$ cat src/rtl/bsg_mesh_endpoint_credit.sv
// Mesh P-port endpoint: packetizes client requests into router flits, ejects
// router flits as client responses, and bounds outstanding requests with credits.
module bsg_mesh_endpoint_credit #(
  parameter int width_p        = 32,
  parameter int x_cord_width_p = 4,
  parameter int y_cord_width_p = 4,
  parameter int max_out_p      = 4,
  localparam int payload_width_lp = width_p - 2*(x_cord_width_p + y_cord_width_p),
  localparam int credit_width_lp  = $clog2(max_out_p + 1)
) (
  input  logic                        clk_i,
  input  logic                        reset_i,
  input  logic [x_cord_width_p-1:0]   my_x_i,
  input  logic [y_cord_width_p-1:0]   my_y_i,
  input  logic                        req_v_i,
  input  logic [x_cord_width_p-1:0]   req_x_i,
  input  logic [y_cord_width_p-1:0]   req_y_i,
  input  logic [payload_width_lp-1:0] req_payload_i,
  output logic                        req_ready_and_o,
  output logic [width_p-1:0]          link_data_o,
  output logic                        link_v_o,
  input  logic                        link_yumi_i,
  input  logic [width_p-1:0]          link_data_i,
  input  logic                        link_v_i,
  output logic                        link_ready_and_o,
  output logic                        resp_v_o,
  output logic [x_cord_width_p-1:0]   resp_src_x_o,
  output logic [y_cord_width_p-1:0]   resp_src_y_o,
  output logic [payload_width_lp-1:0] resp_payload_o,
  input  logic                        resp_yumi_i,
  output logic [credit_width_lp-1:0]  credits_o
);

  localparam int lp_cordW = x_cord_width_p + y_cord_width_p;
  localparam logic [credit_width_lp-1:0] lp_maxCredits = credit_width_lp'(max_out_p);

  logic [width_p-1:0]         r_txMem [2];
  logic                       r_txWrPtr;
  logic                       r_txRdPtr;
  logic [1:0]                 r_txCount;
  logic [width_p-1:0]         r_rxMem [2];
  logic                       r_rxWrPtr;
  logic                       r_rxRdPtr;
  logic [1:0]                 r_rxCount;
  logic [credit_width_lp-1:0] r_credits;

  logic               w_txFull;
  logic               w_txEmpty;
  logic               w_txEnq;
  logic               w_txDeq;
  logic [width_p-1:0] w_txFlit;
  logic               w_rxFull;
  logic               w_rxEmpty;
  logic               w_rxEnq;
  logic               w_rxDeq;
  logic [width_p-1:0] w_rxHead;
  logic               w_credInc;
  logic               w_credDec;

  // Handshake outputs are gated by reset_i so they read 0 during reset even
  // before the first reset edge has cleared the FIFO state.
  assign w_txFull        = (r_txCount == 2'd2);
  assign w_txEmpty       = (r_txCount == 2'd0);
  assign req_ready_and_o = reset_i & ~w_txFull & (r_credits != '0);
  assign w_txEnq         = req_v_i & req_ready_and_o;
  assign link_v_o        = reset_i & ~w_txEmpty;
  assign w_txDeq         = link_yumi_i & link_v_o;
  assign link_data_o     = r_txMem[r_txRdPtr];
  assign w_txFlit        = {req_payload_i, my_y_i, my_x_i, req_y_i, req_x_i};

  always_ff @(posedge clk_i) begin
    if (!reset_i) begin
      r_txWrPtr <= 1'b0;
      r_txRdPtr <= 1'b0;
      r_txCount <= 2'd0;
    end else begin
      if (w_txEnq) r_txWrPtr <= ~r_txWrPtr;
      if (w_txDeq) r_txRdPtr <= ~r_txRdPtr;
      r_txCount <= r_txCount + 2'(w_txEnq) - 2'(w_txDeq);
    end
  end

  always_ff @(posedge clk_i) begin
    if (w_txEnq) r_txMem[r_txWrPtr] <= w_txFlit;
  end

  assign w_rxFull         = (r_rxCount == 2'd2);
  assign w_rxEmpty        = (r_rxCount == 2'd0);
  assign link_ready_and_o = reset_i & ~w_rxFull;
  assign w_rxEnq          = link_v_i & link_ready_and_o;
  assign resp_v_o         = reset_i & ~w_rxEmpty;
  assign w_rxDeq          = resp_yumi_i & resp_v_o;
  assign w_rxHead         = r_rxMem[r_rxRdPtr];
  assign resp_src_x_o     = w_rxHead[lp_cordW +: x_cord_width_p];
  assign resp_src_y_o     = w_rxHead[lp_cordW + x_cord_width_p +: y_cord_width_p];
  assign resp_payload_o   = w_rxHead[width_p-1 -: payload_width_lp];

  always_ff @(posedge clk_i) begin
    if (!reset_i) begin
      r_rxWrPtr <= 1'b0;
      r_rxRdPtr <= 1'b0;
      r_rxCount <= 2'd0;
    end else begin
      if (w_rxEnq) r_rxWrPtr <= ~r_rxWrPtr;
      if (w_rxDeq) r_rxRdPtr <= ~r_rxRdPtr;
      r_rxCount <= r_rxCount + 2'(w_rxEnq) - 2'(w_rxDeq);
    end
  end

  always_ff @(posedge clk_i) begin
    if (w_rxEnq) r_rxMem[r_rxWrPtr] <= link_data_i;
  end

  // A surplus response at full credits is a protocol error; the count saturates.
  assign w_credDec = w_txEnq;
  assign w_credInc = w_rxEnq;

  always_ff @(posedge clk_i) begin
    if (!reset_i) begin
      r_credits <= lp_maxCredits;
    end else if (w_credDec && !w_credInc) begin
      r_credits <= r_credits - 1'b1;
    end else if (w_credInc && !w_credDec && (r_credits != lp_maxCredits)) begin
      r_credits <= r_credits + 1'b1;
    end
  end

  assign credits_o = r_credits;

  a_creditOverflow: assert property (@(posedge clk_i) disable iff (!reset_i)
    !(w_credInc && !w_credDec && (r_credits == lp_maxCredits)));
  a_destIsSelf: assert property (@(posedge clk_i) disable iff (!reset_i)
    !(w_txEnq && (req_x_i == my_x_i) && (req_y_i == my_y_i)));
  a_linkYumiIdle: assert property (@(posedge clk_i) disable iff (!reset_i)
    !(link_yumi_i && !link_v_o));
  a_respYumiIdle: assert property (@(posedge clk_i) disable iff (!reset_i)
    !(resp_yumi_i && !resp_v_o));
  // Flits ejected on the P port must be addressed to this node.
  a_ejectDest: assert property (@(posedge clk_i) disable iff (!reset_i)
    !(resp_v_o && ((w_rxHead[x_cord_width_p-1:0] != my_x_i) ||
                   (w_rxHead[x_cord_width_p +: y_cord_width_p] != my_y_i))));

endmodule
$ cat config.mk
export PLATFORM = sky130hd
export DESIGN_NAME = bsg_mesh_endpoint_credit
export DESIGN_NICKNAME = d
export VERILOG_FILES = /design/src/rtl/bsg_mesh_endpoint_credit.sv
export SDC_FILE = /design/constraint.sdc
export NUM_CORES = 1
export LEC_CHECK = 0
export CORE_MARGIN = 1
export CORE_UTILIZATION = 53
export CTS_BUF_LIST = sky130_fd_sc_hd__clkbuf_8
export DETAILED_ROUTE_END_ITERATION = 12
export PLACE_DENSITY = 0.88
export SLEW_MARGIN = 20
export SYNTH_ARGS = -nofsm -noshare
export SYNTH_HDL_FRONTEND = slang
export SYNTH_SLANG_ARGS = --single-unit
$ cat constraint.sdc
create_clock -name clk_i -period 4.3 [get_ports clk_i]
set_input_delay 0.43 -clock clk_i [delete_from_list [all_inputs] [get_ports clk_i]]
set_output_delay 0.43 -clock clk_i [all_outputs]
set_load 0.03 [all_outputs]
==> summary.md, run 1 <==
| Metric | Value |
|---|---|
| Status | completed |
| Initial core utilization | 0.5460 |
| Maximum vdd drop | 0.3286 mV |
| Worst reg2reg path endpoint | credits_o[2]$_SDFFE_PN1P_ |
| Post-CTS Setup Inserts | 0 |
| Final Max Slew Viols | 0 |
| DR pass1 iterations | 6 |
| Die span in y | 96.55 µm |
| FF-to-FF setup slack | 2.01 ns |
| H-tree levels | 4 |
| Detail Route Antenna Nets | 0 |
| Worst slew pin tran | 1.052 ns |
| Yosys warns | 0 |
| Slowest CP cell | dfxtp_1 |
| Worst-path fanout max | 24 |
| WHS | 0.5139 ns |
| Clock sink total | 125 |
| Final setup vio count | 0 |
| Placed cell area | 6096 µm² |
| Row cnt | 34 |
| Vias per cell | 5.154 |
| Worst Path Arrival | 2.50 ns |
| PortBufs | 124 |
| Commonest non-fill, non-tap cells in the layout | 124 x clkdlybuf4s50_1, 112 x edfxtp_1, 56 x mux2_2 |
| Layout cells sized above 1 | 0.2475 |
| CP Cell Sequence | mux2_2 > clkdlybuf4s50_1 |
| Post-Syn Instances | 253 |
| Slew margin rel. | 0.2980 |
| Pwr Total | 3.408 mW |
| Crit share post-route | 0.6811 |
| Crit path to | resp_payload_o[4] |
| DR DRC count | 0 |
| PwrDens | 520.4 nW/µm² |
| CTS tree | yes |
| Multi-input logic area | 1052 µm² |
| Seq. cell area | 3623 µm² |
| Post-synth design cell area | 4738 µm² |
| Post-cts resize count | 0 |
| Number of global-route vias before repair | 2712 |
| Initial detailed-routing violation count | 114 |
| Average wire per standard cell | 17.66 µm |
| Total gr overflow | 0 |
| Fmax | 341.4 MHz |
| Startpoint types | flip-flop |
| CP Class | flip-flop to output pin |
| Global-route wire length before repair | 12740 µm |
| Levels on crit path | 2 |
| Fin util | 0.7546 |
| Antenna violations before repair | 0 |
| Avg Inst Size Synth | 18.73 µm² |
| Final hold violation count | 0 |
| Syn_nets | 328 |
| Worst Skew | 0.01671 ns |
| N_diodes | 0 |
| CTS root buf | clkbuf_8 |
| Cts bufs inserted | 17 |
| Core area | 8678 µm² |
| Final wirelength | 8973 µm |
| Post-CTS Hold Fix Bufs | 0 |
| Synthesis-stage register bit count | 125 |
| CP required | 3.87 ns |
| Clk slew on worst S/H paths | 0.07 ns |
| Worst reg2reg path depth | 7 |
| Filler Cell Count | 528 |
| Commonest non-fill, non-tap cell in the layout | clkdlybuf4s50_1 |
| Seq/Total Area, Yosys | 0.7647 |
| Worst r2r src | r_rxCount[1]$_SDFF_PN0_ |
| Die Area | 9322 µm² |
| Pin count of the biggest net entering global routing | 34 |
| Layout area overhead | 38.21% |
| Die W | 96.55 µm |
| Synth cell types | 32 |
| HPWL Detailed | 5967 µm |
| Fin crit period | 2.929 ns |
| Top delay family on crit path | flip-flops |
| Pleak | 2.238 nW |
| Fin Setup TNS | 0 ns |
| Max Cap Violations | 0 |
| Clock latency on the worst-skew pair | 0.42 ns |
| CTS Buffer Depth | 2 |
| Via count | 2618 |
| Worst hold path class | flip-flop to flip-flop |
| Io pins | 133 |
| Crit path largest cell delay | 1.02 ns |
| CP endpoint kind | output pin |
| Total track usage | 0.1941 |
| Finished Cell Area | 6549 µm² |
| Placer Congestion | 0.6971 |
| Final #Nets | 463 |
| RSZ-0062 raised after global routing | no |
| Worst Path Buf+Inv | 1 |
## Yosys cell counts
| cell | number | area, µm² |
|---|---|---|
| edfxtp_1 | 112 | 3363 |
| a211oi_1 | 1 | 7.510 |
| and4_4 | 1 | 11.26 |
| or2b_2 | 1 | 8.760 |
| mux2_2 | 56 | 630.6 |
| or3_1 | 2 | 12.51 |
| and3_2 | 1 | 7.510 |
| and2b_2 | 1 | 8.760 |
| a32oi_1 | 1 | 8.760 |
| and3_1 | 1 | 6.260 |
| inv_2 | 1 | 3.750 |
| nor2b_1 | 6 | 37.54 |
| mux2i_1 | 3 | 30.03 |
| o21a_1 | 4 | 30.03 |
| inv_1 | 5 | 18.77 |
| ha_1 | 4 | 50.05 |
| nor2_1 | 5 | 18.77 |
| and2_1 | 7 | 43.79 |
| or4_1 | 1 | 7.510 |
| dfxtp_1 | 13 | 260.3 |
| fa_1 | 1 | 20.02 |
| xnor2_1 | 7 | 61.31 |
| buf_6 | 1 | 11.26 |
| buf_4 | 1 | 7.510 |
| nand2_1 | 4 | 15.01 |
| buf_1 | 3 | 11.26 |
| clkbuf_1 | 5 | 18.77 |
| or2_2 | 1 | 6.260 |
| nand3_1 | 1 | 5.000 |
| o21ai_0 | 1 | 5.000 |
| o22ai_1 | 1 | 6.260 |
| clkbuf_2 | 1 | 5.000 |
## state kept, by name, indices dropped and copies added (netlist names), named ones only
signal and cells:
r_txRdPtr 1, r_txCount 2, r_txWrPtr 1, r_rxRdPtr 1, r_txMem 64, r_rxCount 2
r_rxMem 48, credits_o 3, r_rxWrPtr 1
## kinds of logic (layout without fill, tap and decap cells)
group / after synthesis / after routing / synth area share
mux: 59 / 59 / 0.1394
fa+ha+maj: 5 / 5 / 0.01479
flops: 125 / 125 / 0.7647
compound gates: 8 / 8 / 0.01215
buf+inv: 17 / 164 / 0.01611
xor+xnor: 7 / 7 / 0.01294
simple gates: 32 / 32 / 0.03988
## per-stage QoR
step | instances | worst slack, ns
2_1_floorplan | 253 | 1.389
3_3_place_gp | 477 | 1.352
3_5_place_dp | 477 | 1.276
4_1_cts | 508 | 1.336
5_1_grt | 508 | 1.247
6_report | 508 | 1.371
## how the worst min path moves through the flow
stage / cells after the start / start / endpoint / slack (ns)
2_1_floorplan: 2 / r_rxRdPtr$_SDFFE_PN0P_ / flip-flop / 0.50
3_3_place_gp: 1 / credits_o[2]$_SDFFE_PN1P_ / credits_o[2]$_SDFFE_PN1P_ / 0.49
3_5_place_dp: 1 / credits_o[2]$_SDFFE_PN1P_ / credits_o[2]$_SDFFE_PN1P_ / 0.51
4_1_cts: 1 / credits_o[2]$_SDFFE_PN1P_ / credits_o[2]$_SDFFE_PN1P_ / 0.52
5_1_grt: 1 / credits_o[2]$_SDFFE_PN1P_ / credits_o[2]$_SDFFE_PN1P_ / 0.55
6_report: 1 / credits_o[2]$_SDFFE_PN1P_ / credits_o[2]$_SDFFE_PN1P_ / 0.51
## worst reg2reg max path, cell delays in order (launching register included)
cell     delay, ns
dfxtp_1       0.36
nor2b_1       0.28
or2_2         0.26
nand2_1       0.09
fa_1          0.41
or4_1         0.52
mux2i_1       0.17
a32oi_1       0.07
## power by group
part | internal, mW | total [mW] | switching (mW) | leakage [nW]
clock network | 0.689 | 1.14 | 0.454 | 0.220
registers | 1.44 | 1.49 | 0.0508 | 1.13
logic | 0.363 | 0.776 | 0.414 | 0.886
total | 2.49 | 3.41 | 0.918 | 2.24
## final cells by class
type / count / share of cell area
flip-flops and latches: 125 / 0.5533
multi-input cells: 111 / 0.1607
clock buffers: 17 / 0.03573
well taps: 108 / 0.02063
clock inverters: 14 / 0.03324
repair buffers: 127 / 0.1930
inverters: 6 / 0.003439
## per-layer routing
metal / share of wire / GRT usage / wire, µm / vias up
li1: - / - / - / 1224
met1: 0.38 / 0.2099 / 3425 / 1271
met2: 0.51 / 0.3322 / 4554 / 106
met3: 0.088 / 0.07512 / 794 / 17
met4: 0.022 / 0.09559 / 200 / 0
met5: 0 / 0 / 0 / -
Power figures use the tool's default switching activity.
==> inputs of run 2 (changes only) <==
--- a/config.mk
+++ b/config.mk
@@ -6,10 +6,10 @@
 export NUM_CORES = 1
 export LEC_CHECK = 0
 export CORE_MARGIN = 1
-export CORE_UTILIZATION = 53
+export CORE_UTILIZATION = 49
 export CTS_BUF_LIST = sky130_fd_sc_hd__clkbuf_8
 export DETAILED_ROUTE_END_ITERATION = 12
-export PLACE_DENSITY = 0.88
+export PLACE_DENSITY = 0.83
 export SLEW_MARGIN = 20
 export SYNTH_ARGS = -nofsm -noshare
 export SYNTH_HDL_FRONTEND = slang
==> constraint.sdc (replaced) <==
create_clock -name clk_i -period 3 [get_ports clk_i]
set_input_delay 0.3 -clock clk_i [delete_from_list [all_inputs] [get_ports clk_i]]
set_output_delay 0.3 -clock clk_i [all_outputs]
set_load 0.03 [all_outputs]
==> run 2 against run 1 <==
  * Worst setup slack lost 0.78 ns
  * Sequential cell count is the same
  * Via count grew 1.4%
  * Critical endpoint is now link_data_o[31]
==> summary.md, run 2 (synthesis gave the netlist of run 1 again) <==
| Metric | Value |
|---|---|
| Worst slew pin tran | 0.4270 ns (-0.6246 ns) |
| Detail Route Antenna Nets | 0 (unchanged) |
| Fin Setup TNS | 0 ns (unchanged) |
| Startpoint types | flip-flop |
| Sw frac | 0.2755 (+0.006036) |
| Status | completed |
| Die W | 100.3 µm (+3.9%) |
| Internal | 3.496 mW (+40%) |
| Fmax | 415.3 MHz |
| Number of global-route vias before repair | 2813 (+3.7%) |
| Worst Path Arrival | 2.11 ns (-0.39 ns) |
| Average wire per standard cell | 16.95 µm (-4.0%) |
| Via count | 2654 (+1.4%) |
| Cts bufs inserted | 17 (unchanged) |
| Global-route wire length before repair | 13610 µm (+6.8%) |
| Antenna violations before repair | 0 (unchanged) |
| CTS tree | yes |
| Slew margin rel. | 0.7153 (+0.4174) |
| FF-to-FF setup slack | 0.73 ns (-1.28 ns) |
| Switch Pwr | 1.329 mW (+45%) |
| Die span in y | 100.3 µm (+3.9%) |
| Final hold violation count | 0 (unchanged) |
| Layout cells sized above 1 | 0.2525 (+0.004975) |
| PwrDens | 731.3 nW/µm² (+41%) |
| Fin crit period | 2.408 ns |
| Top reg by flops | r_txMem |
| Pin count of the biggest net entering global routing | 33 (-2.9%) |
| Clock sink total | 125 (unchanged) |
| Total gr overflow | 0 (unchanged) |
| Max Cap Violations | 0 (unchanged) |
| N_diodes | 0 (unchanged) |
| Post-CTS Hold Fix Bufs | 0 (unchanged) |
| DR DRC count | 0 (unchanged) |
| Final worst setup slack | 0.5919 ns (-0.7791 ns) |
| CP Class | flip-flop to output pin |
| Layout area overhead | 39.24% |
| Final wirelength | 9037 µm (+0.71%) |
| Finished Cell Area | 6598 µm² (+0.75%) |
| Worst reg2reg path depth | 7 (unchanged) |
| Hold path endpoint | r_txMem[1][10]$_DFFE_PP_ |
| HPWL Detailed | 6080 µm (+1.9%) |
| Maximum vdd drop | 0.5346 mV (+63%) |
| Clk network pwr share | 0.323 (-0.012) |
| Worst Skew | 0.01058 ns (-0.006131 ns) |
| Io pins | 133 (unchanged) |
| Core area | 9284 µm² (+7.0%) |
| Initial core utilization | 0.5104 (-0.03561) |
| CP required | 2.70 ns (-1.17 ns) |
| Post-cts resize count | 0 (unchanged) |
| Final #Nets | 467 (+0.86%) |
| Crit share post-route | 0.8027 |
| CP endpoint kind | output pin |
| Final setup vio count | 0 (unchanged) |
| Final Max Slew Viols | 0 (unchanged) |
| Clk slew on worst S/H paths | 0.07 ns (about the same) |
| DR pass1 iterations | 6 (unchanged) |
| WHS | 0.4609 ns (-0.05305 ns) |
| Initial detailed-routing violation count | 100 (-12%) |
| Worst-path fanout max | 32 (+33%) |
| Combinational share of power | 0.236 (+0.008) |
| Total track usage | 0.1871 (-0.007076) |
| CTS Buffer Depth | 2 (unchanged) |
| RSZ-0062 raised after global routing | no |
| Setup WS pre-CTS | 0.3424 ns (-0.9333 ns) |
| Seq pwr share | 0.441 (+0.004) |
| Pleak | 2.257 nW (+0.84%) |
| Hold path cells | 1 (unchanged) |
| Placed cell area | 6170 µm² (+1.2%) |
| Row cnt | 35 (+2.9%) |
| PortBufs | 124 (unchanged) |
| CTS root buf | clkbuf_8 |
| Worst r2r src | r_rxCount[1]$_SDFF_PN0_ |
| H-tree levels | 4 (unchanged) |
| Worst hold path class | input port to flip-flop |
| Commonest non-fill, non-tap cells in the layout | 124 x clkdlybuf4s50_1, 112 x edfxtp_1, 56 x mux2_2 |
| Commonest non-fill, non-tap cell in the layout | clkdlybuf4s50_1 |
| Placer Congestion | 0.7367 (+5.7%) |
| Die Area | 10070 µm² (+8.0%) |
| Worst reg2reg path endpoint | credits_o[2]$_SDFFE_PN1P_ |
| Hold Crit Start | my_x_i[2] |
| Vias per cell | 4.979 (-3.4%) |
| Max reg flops | 64 (unchanged) |
| Post-CTS Setup Inserts | 0 (unchanged) |
| Clock latency on the worst-skew pair | 0.41 ns (about the same) |
[run 2: cell types whose count changed in the layout (fill, tap and decap cells not counted), sizes merged]
cell / previous run / this run
clkinvlp: 2 / 1
clkinv: 6 / 8
bufinv: 5 / 4
buf: 3 / 7
[run 2: how the worst max path moves through the flow]
| stage | startpoint | to | slack, ns | depth (start not counted) |
|---|---|---|---|---|
| floorplan | credits_o[0]$_SDFFE_PN0P_ | r_txMem[0][0]$_DFFE_PP_ | 0.09 | 5 |
| global placement | reset_i | credits_o[2]$_SDFFE_PN1P_ | 0.42 | 7 |
| detailed placement | reset_i | credits_o[2]$_SDFFE_PN1P_ | 0.34 | 7 |
| CTS | flip-flop | link_data_o[31] | 0.56 | 3 |
| global route | flip-flop | link_data_o[1] | 0.49 | 3 |
| finish | flip-flop | link_data_o[31] | 0.59 | 3 |
[run 2: power by group through the flow]
stage	Sequential, mW	Clock, mW	Combinational (mW)
finish	2.13	1.56	1.14
global route	2.14	1.67	1.20
CTS	2.13	1.59	1.15
detailed placement	2.16	0	1.14
global placement	2.15	0	1.12
floorplan	2.17	0	0.658
[run 2: area by class of cell]
type                            count  area, µm²
Fill cell                         627       2686
Clock buffer                       17      234.0
Clock inverter                     14      193.9
Inverter                            6      22.52
Timing Repair Buffer              131       1306
Multi-Input combinational cell    111       1056
Sequential cell                   125       3623
Tap cell                          129      161.4
[run 2: critical path: stages, from the launching register on]
cell	delay (ns)
dfxtp_1	0.31
buf_4	0.37
mux2_2	0.40
clkdlybuf4s50_1	0.62
[run 2: per-layer routing]
| layer | track usage | up-vias | share of wire |
|---|---|---|---|
| met5 | 0 | - | 0 |
| met4 | 0.06800 | 0 | 0.013 |
| met3 | 0.07242 | 12 | 0.078 |
| met2 | 0.3298 | 114 | 0.52 |
| met1 | 0.2046 | 1290 | 0.39 |
| li1 | - | 1238 | - |
[run 2: per-stage QoR]
step | cells | utilization | total power, mW
6_report | 533 | 0.7106 | 4.825
5_1_grt | 533 | 0.7106 | 5.013
4_1_cts | 533 | 0.7106 | 4.871
3_5_place_dp | 502 | 0.6646 | 3.308
3_3_place_gp | 502 | 0.6646 | 3.267
2_1_floorplan | 253 | - | 2.832
